`src/rtl/register_dump_unit_if.sv`:
```
// Bundles decode's debug register read port with the byte-wide valid/ready
// transmit channel towards the UART TX path.
interface register_dump_unit_if #(
  parameter int NB_ADDR = 5,
  parameter int NB_DATA = 32
);
  logic [NB_ADDR-1:0] o_r_addr;
  logic [NB_DATA-1:0] i_r_data;
  logic [7:0]         o_tx_data;
  logic               o_tx_valid;
  logic               i_tx_ready;

  modport master (
    output o_r_addr,
    input  i_r_data,
    output o_tx_data,
    output o_tx_valid,
    input  i_tx_ready
  );

  modport slave (
    input  o_r_addr,
    output i_r_data,
    input  o_tx_data,
    input  o_tx_valid,
    output i_tx_ready
  );
endinterface

```
`src/rtl/register_dump_unit.sv`:
```
// Debug initiator: halts the pipeline, lets writeback drain, then reads every
// architectural register and streams it MSB byte first over valid/ready.
module register_dump_unit #(
  parameter int NUM_REGS     = 32,
  parameter int NB_ADDR      = 5,
  parameter int NB_DATA      = 32,
  parameter int DRAIN_CYCLES = 4
) (
  input  logic                 i_clk,
  input  logic                 i_reset_n,
  input  logic                 i_start,
  output logic                 o_halt,
  output logic                 o_busy,
  output logic                 o_done,
  register_dump_unit_if.master bus
);

  localparam int BYTES   = NB_DATA / 8;
  localparam int NB_BCNT = (BYTES > 1) ? $clog2(BYTES) : 1;
  localparam int NB_DCNT = (DRAIN_CYCLES > 1) ? $clog2(DRAIN_CYCLES) : 1;
  localparam logic [NB_BCNT-1:0] LAST_BYTE  = NB_BCNT'(BYTES - 1);
  localparam logic [NB_DCNT-1:0] DRAIN_LAST = NB_DCNT'(DRAIN_CYCLES - 1);
  localparam logic [NB_ADDR-1:0] LAST_ADDR  = NB_ADDR'(NUM_REGS - 1);

  typedef enum logic [2:0] {
    ST_IDLE  = 3'd0,
    ST_DRAIN = 3'd1,
    ST_READ  = 3'd2,
    ST_SEND  = 3'd3,
    ST_DONE  = 3'd4
  } state_t;

  state_t               state_r;
  state_t               state_s;
  logic [NB_DCNT-1:0]   drain_cnt_r;
  logic [NB_BCNT-1:0]   byte_cnt_r;
  logic [NB_DATA-1:0]   shift_r;
  logic [NB_ADDR-1:0]   addr_r;
  logic                 halt_r;
  logic                 busy_r;
  logic                 valid_r;
  logic                 done_r;

  logic                 start_s;
  logic                 drain_end_s;
  logic                 xfer_s;
  logic                 last_byte_s;
  logic                 last_reg_s;

  // A transfer only counts in SEND, where the registered valid is high.
  assign start_s     = (state_r == ST_IDLE) && i_start;
  assign drain_end_s = (state_r == ST_DRAIN) && (drain_cnt_r == DRAIN_LAST);
  assign xfer_s      = (state_r == ST_SEND) && valid_r && bus.i_tx_ready;
  assign last_byte_s = xfer_s && (byte_cnt_r == LAST_BYTE);
  assign last_reg_s  = (addr_r == LAST_ADDR);

  // Next-state decode for the dump sequencer.
  always_comb begin
    state_s = state_r;
    case (state_r)
      ST_IDLE: begin
        if (start_s) state_s = ST_DRAIN;
        else         state_s = ST_IDLE;
      end
      ST_DRAIN: begin
        if (drain_end_s) state_s = ST_READ;
        else             state_s = ST_DRAIN;
      end
      ST_READ: state_s = ST_SEND;
      ST_SEND: begin
        if (last_byte_s) begin
          if (last_reg_s) state_s = ST_DONE;
          else            state_s = ST_READ;
        end else begin
          state_s = ST_SEND;
        end
      end
      ST_DONE: state_s = ST_IDLE;
      default: state_s = ST_IDLE;
    endcase
  end

  // Sequencer state register.
  always_ff @(posedge i_clk or negedge i_reset_n) begin
    if (!i_reset_n) begin
      state_r <= ST_IDLE;
    end else begin
      state_r <= state_s;
    end
  end

  // Status outputs are registered copies of the state being entered.
  always_ff @(posedge i_clk or negedge i_reset_n) begin
    if (!i_reset_n) begin
      halt_r  <= 1'b0;
      busy_r  <= 1'b0;
      valid_r <= 1'b0;
      done_r  <= 1'b0;
    end else begin
      halt_r  <= (state_s != ST_IDLE);
      busy_r  <= (state_s != ST_IDLE);
      valid_r <= (state_s == ST_SEND);
      done_r  <= (state_s == ST_DONE);
    end
  end

  // Drain counter: restarts on every accepted request, stops at its terminal count.
  always_ff @(posedge i_clk or negedge i_reset_n) begin
    if (!i_reset_n) begin
      drain_cnt_r <= {NB_DCNT{1'b0}};
    end else if (start_s) begin
      drain_cnt_r <= {NB_DCNT{1'b0}};
    end else if ((state_r == ST_DRAIN) && !drain_end_s) begin
      drain_cnt_r <= drain_cnt_r + NB_DCNT'(1);
    end else begin
      drain_cnt_r <= drain_cnt_r;
    end
  end

  // Word capture and MSB-first byte shifter; the top byte is the TX data.
  always_ff @(posedge i_clk or negedge i_reset_n) begin
    if (!i_reset_n) begin
      shift_r    <= {NB_DATA{1'b0}};
      byte_cnt_r <= {NB_BCNT{1'b0}};
    end else if (state_r == ST_READ) begin
      shift_r    <= bus.i_r_data;
      byte_cnt_r <= {NB_BCNT{1'b0}};
    end else if (xfer_s) begin
      shift_r    <= shift_r << 8;
      byte_cnt_r <= byte_cnt_r + NB_BCNT'(1);
    end else begin
      shift_r    <= shift_r;
      byte_cnt_r <= byte_cnt_r;
    end
  end

  // Debug read address: zero at request and at exit, never wraps past the last register.
  always_ff @(posedge i_clk or negedge i_reset_n) begin
    if (!i_reset_n) begin
      addr_r <= {NB_ADDR{1'b0}};
    end else if (start_s || (state_r == ST_DONE)) begin
      addr_r <= {NB_ADDR{1'b0}};
    end else if (last_byte_s && !last_reg_s) begin
      addr_r <= addr_r + NB_ADDR'(1);
    end else begin
      addr_r <= addr_r;
    end
  end

  assign o_halt         = halt_r;
  assign o_busy         = busy_r;
  assign o_done         = done_r;
  assign bus.o_r_addr   = addr_r;
  assign bus.o_tx_data  = shift_r[NB_DATA-1 -: 8];
  assign bus.o_tx_valid = valid_r;

endmodule

```
`src/flat_wrapper.sv`:
```
// flat-port wrapper written by rule: the top's interface ports become plain ports
module register_dump_unit_flat 
#(
  parameter int NUM_REGS     = 32,
  parameter int NB_ADDR      = 5,
  parameter int NB_DATA      = 32,
  parameter int DRAIN_CYCLES = 4
)
  (i_clk, i_reset_n, i_start, o_halt, o_busy, o_done, bus_o_r_addr, bus_i_r_data, bus_o_tx_data, bus_o_tx_valid, bus_i_tx_ready);
  register_dump_unit_if #(.NB_ADDR(NB_ADDR), .NB_DATA(NB_DATA)) bus_i ();
  input  logic i_clk;
  input  logic i_reset_n;
  input  logic i_start;
  output logic o_halt;
  output logic o_busy;
  output logic o_done;
  output wire logic [$bits(bus_i.o_r_addr)-1:0] bus_o_r_addr;
  input wire logic [$bits(bus_i.i_r_data)-1:0] bus_i_r_data;
  output wire logic [$bits(bus_i.o_tx_data)-1:0] bus_o_tx_data;
  output wire logic [$bits(bus_i.o_tx_valid)-1:0] bus_o_tx_valid;
  input wire logic [$bits(bus_i.i_tx_ready)-1:0] bus_i_tx_ready;
  assign bus_o_r_addr = bus_i.o_r_addr;
  assign bus_i.i_r_data = bus_i_r_data;
  assign bus_o_tx_data = bus_i.o_tx_data;
  assign bus_o_tx_valid = bus_i.o_tx_valid;
  assign bus_i.i_tx_ready = bus_i_tx_ready;
  register_dump_unit #(.NUM_REGS(NUM_REGS), .NB_ADDR(NB_ADDR), .NB_DATA(NB_DATA), .DRAIN_CYCLES(DRAIN_CYCLES)) u_core (.i_clk(i_clk), .i_reset_n(i_reset_n), .i_start(i_start), .o_halt(o_halt), .o_busy(o_busy), .o_done(o_done), .bus(bus_i));
endmodule
```
`config.mk`:
```
export PLATFORM = sky130hd
export DESIGN_NAME = register_dump_unit_flat
export DESIGN_NICKNAME = d
export VERILOG_FILES = /design/src/rtl/register_dump_unit_if.sv /design/src/rtl/register_dump_unit.sv /design/src/flat_wrapper.sv
export SDC_FILE = /design/constraint.sdc
export NUM_CORES = 1
export LEC_CHECK = 0
export ABC_AREA = 1
export CORE_MARGIN = 4
export CORE_UTILIZATION = 35
export CTS_BUF_LIST = sky130_fd_sc_hd__clkbuf_8 sky130_fd_sc_hd__clkbuf_16
export CTS_CLUSTER_SIZE = 24
export DETAILED_ROUTE_END_ITERATION = 10
export DONT_BUFFER_PORTS = 1
export MAX_ROUTING_LAYER = met4
export SYNTH_ARGS = -nofsm -noshare
export SYNTH_HDL_FRONTEND = slang
export SYNTH_SLANG_ARGS = --single-unit
```
`constraint.sdc`:
```
create_clock -name i_clk -period 2.7 [get_ports i_clk]
set_clock_uncertainty 0.2 [all_clocks]
set_input_delay 0.27 -clock i_clk [delete_from_list [all_inputs] [get_ports i_clk]]
set_output_delay 0.27 -clock i_clk [all_outputs]
set_load 0.03 [all_outputs]
```
==> key figures <==
Clock tree
  • CTS resizes: 0
  • CTS tree: built
  • Clock latency on the worst-skew pair: 0.30 ns
  • Worst-path clk slew: about 0.09 ns
  • Postcts setup bufs: 0
  • CTS Hold Buffers Added: 34
  • Num CTS Buffers: 5
  • H-tree Lvls: 2
  • Clk sink count: 47
  • Clk root buf: clkbuf_8
  • Max clock buf depth: 2

STA
  • Slew margin rel.: 0.625
  • FMAX: between 400 and 500 MHz
  • Hold_ws: 0.0101 ns
  • Fin crit period: approximately 2.1 ns
  • Setup TNS: 0 ns
  • Setup ws final: around 0.63 ns
  • Worst Max-Slew Pin Slew: approximately 0.56 ns
  • Tcrit/Tclk final: 0.767
  • Hold Fails Final Rpt: 0
  • Slew Limit Fails: 0
  • Final setup viols: 0
  • RSZ-0062 raised after global routing: false

Drt
  • DRT antenna net count: 0
  • Routed WL per cell: approximately 15 µm
  • Via/cell ratio: ~5.2
  • Routed WL: 5560 µm
  • DR vias: ~1900
  • Drt pass-1 iters: 7
  • DRC: 0
  • Initial DRC Count: 150

Yosys
  • Post-synthesis cell area: 2350 µm²
  • #FFs+latches synth: 47
  • YS warnings: 0
  • Area leader, netlist: dfrtp_1
  • Synth Net Count: between 300 and 400
  • Top cells by area, synth: dfrtp_1 (50%), nand3_1 (12%), nand2_1 (8.6%)
  • Post-synth EDFFs: 0
  • Mean Syn Cell Area: 8.74 µm²
  • Syn Inst Count: between 200 and 300
  • Post-synthesis sequential area ratio: 0.500
  • Async SR Flop Fraction: 1.00
  • Most frequent cell after synthesis: nand3_1
  • Top post-synthesis cells by count: nand3_1 (57), nand2_1 (54), dfrtp_1 (47)
  • Yosys cell types: 24
  • Share of the synthesized area in the top cell type: 0.500
  • Predominant post-synthesis flop cell: dfrtp_1

Cells and area
  • Fillers: between 600 and 700
  • Multi-input gate area in the final layout: 908 µm²
  • Synth-to-Final Area Change: 18.0%
  • Final Util: 0.432
  • Seq. cell area: ~1200 µm²
  • Final Non-Filler Cells: approximately 370
  • Fraction of layout instances using a drive strength above 1: 0.0793
  • Ant diodes: 0
  • Design Area, Final: roughly 2800 µm²
  • Final #Nets: between 300 and 400

Place
  • Pre-CTS setup slack: just under 0.7 ns
  • Post-DP Area: 2300 µm²
  • # port buffers: 0
  • GP Congestion: between 0.7 and 0.8
  • Post-Place Cells: approximately 330
  • DP Wirelength: approximately 3400 µm

Die
  • Die X-Extent: about 90 µm
  • DIE AREA: just over 8000 µm²
  • Die H: 90.0 µm
  • Core area: between 6000 and 7000 µm²
  • Core Rows: 29
  • Initial Util: 0.366
  • Num ports: between 50 and 60

Critical path
  • CP max-delay cell: dfrtp_1
  • Worst setup SP type: register
  • Crit-path most repeated cell: nand2_1
  • Largest stage delay, worst path: 0.55 ns
  • Critical path required time: ~2.8 ns
  • CP Max Fanout: 8
  • Critical path cell sequence: ha_1 -> and3_1 -> ha_1 -> inv_1 -> nand4_2 -> nand2_1 -> nand2_1 -> nand2_1
  • Crit path capture type: register
  • Crit path kind: register to register
  • CP delay by family, top: simple AND/OR/NAND/NOR gates
  • CP arrival: between 2 and 2.5 ns
  • Buf+Inv Stages, Crit Path: 1

Global routing
  • GRT Resource Usage Total: 0.144
  • Grt ovf: 0
  • Vias in the first global route: approximately 1900
  • Global-route wire length before repair: about 9400 µm
  • Largest net degree at the start of global routing: 48
  • Initial antenna violation count: 0

Hold path
  • Hold Path Class: primary input to register

Power and ir drop
  • Pwr Total: 2.82 mW
  • Power Density: 1020 nW/µm²
  • Pleak: about 1.4 nW
  • Worst IR Drop VDD: between 0.3 and 0.4 mV

Job
  • Max Cap Viol: 0

Run status
  • Outcome: finished clean
-- power by group --
part	internal, mW	switching [mW]
Sequential	0.990	0.375
Combinational	0.329	0.602
Clock	0.276	0.253
-- final timing paths --
check	start	endpoint	slack [ns]	cells past startpoint
max	u_core.bus.o_r_addr[0]	u_core.bus.o_r_addr[0]	0.63	8
min	i_start	u_core.drain_cnt_r[1]	0.01	3
max reg2reg	u_core.bus.o_r_addr[0]	u_core.bus.o_r_addr[0]	0.63	8
min reg2reg	u_core.byte_cnt_r[1]	u_core.byte_cnt_r[1]	0.28	2
max in group asynchronous	i_reset_n	u_core.shift_r[25]	1.81	2
min in group asynchronous	i_reset_n	u_core.state_r[1]	0.28	2
-- cell families (layout without fill, tap and decap cells) --
group           after synthesis  in the layout  share of synthesized area
compound gates               17             17                     0.0383
xor+xnor                      1              1                    0.00372
fa+ha+maj                     4              4                     0.0213
buf+inv                      50             71                      0.114
flops                        47             47                      0.500
simple gates                150            150                      0.323
-- sequential cells by signal, indices dropped and copies added, names as in the netlist --
| signal | cells |
|---|---|
| u_core.bus.o_tx_valid | 1 |
| u_core.o_done | 1 |
| u_core.shift_r | 32 |
| u_core.drain_cnt_r | 2 |
| u_core.o_halt | 1 |
| u_core.bus.o_r_addr | 5 |
| u_core.state_r | 3 |
| u_core.byte_cnt_r | 2 |
-- layout make-up --
class | instances | area share
sequential | 47 | 0.424
clock buffer | 5 | 0.0248
tap | 77 | 0.0347
multi-input combinational | 172 | 0.327
clock inverter | 3 | 0.0158
timing repair buffer | 38 | 0.140
inverter | 25 | 0.0338
-- per-layer routing --
layer / wire [µm] / GRT usage
met5: 0 / -
met4: 107 / 0.0510
met3: 269 / 0.0334
met2: 2590 / 0.216
met1: 2590 / 0.192
-- cell usage in the layout (no fill, tap or decap) --
cell type / Yosys / routed
a21oi_1: 1 / 1
a31oi_1: 1 / 1
and3_1: 1 / 1
buf_16: 0 / 1
buf_4: 10 / 4
bufinv_16: 0 / 1
clkbuf_8: 0 / 5
clkinv_2: 0 / 1
clkinv_4: 0 / 1
dfrtp_1: 47 / 47
dlygate4sd3_1: 0 / 33
ha_1: 4 / 4
inv_1: 22 / 22
inv_2: 3 / 3
nand2_1: 54 / 54
nand2_2: 1 / 1
nand3_1: 57 / 57
nand3_4: 2 / 2
nand4_1: 26 / 26
nand4_2: 1 / 1
nor2_1: 6 / 6
nor2_2: 1 / 1
nor2_8: 1 / 1
o21ai_0: 9 / 9
o21ai_1: 5 / 5
o21ai_2: 1 / 1
xnor2_1: 1 / 1
-- tightest hold or removal path, stage by stage --
cell and delay [ns]:
nand3_1 0.08, nand3_1 0.08, nand2_1 0.06
(Power assumes the default switching activity.)
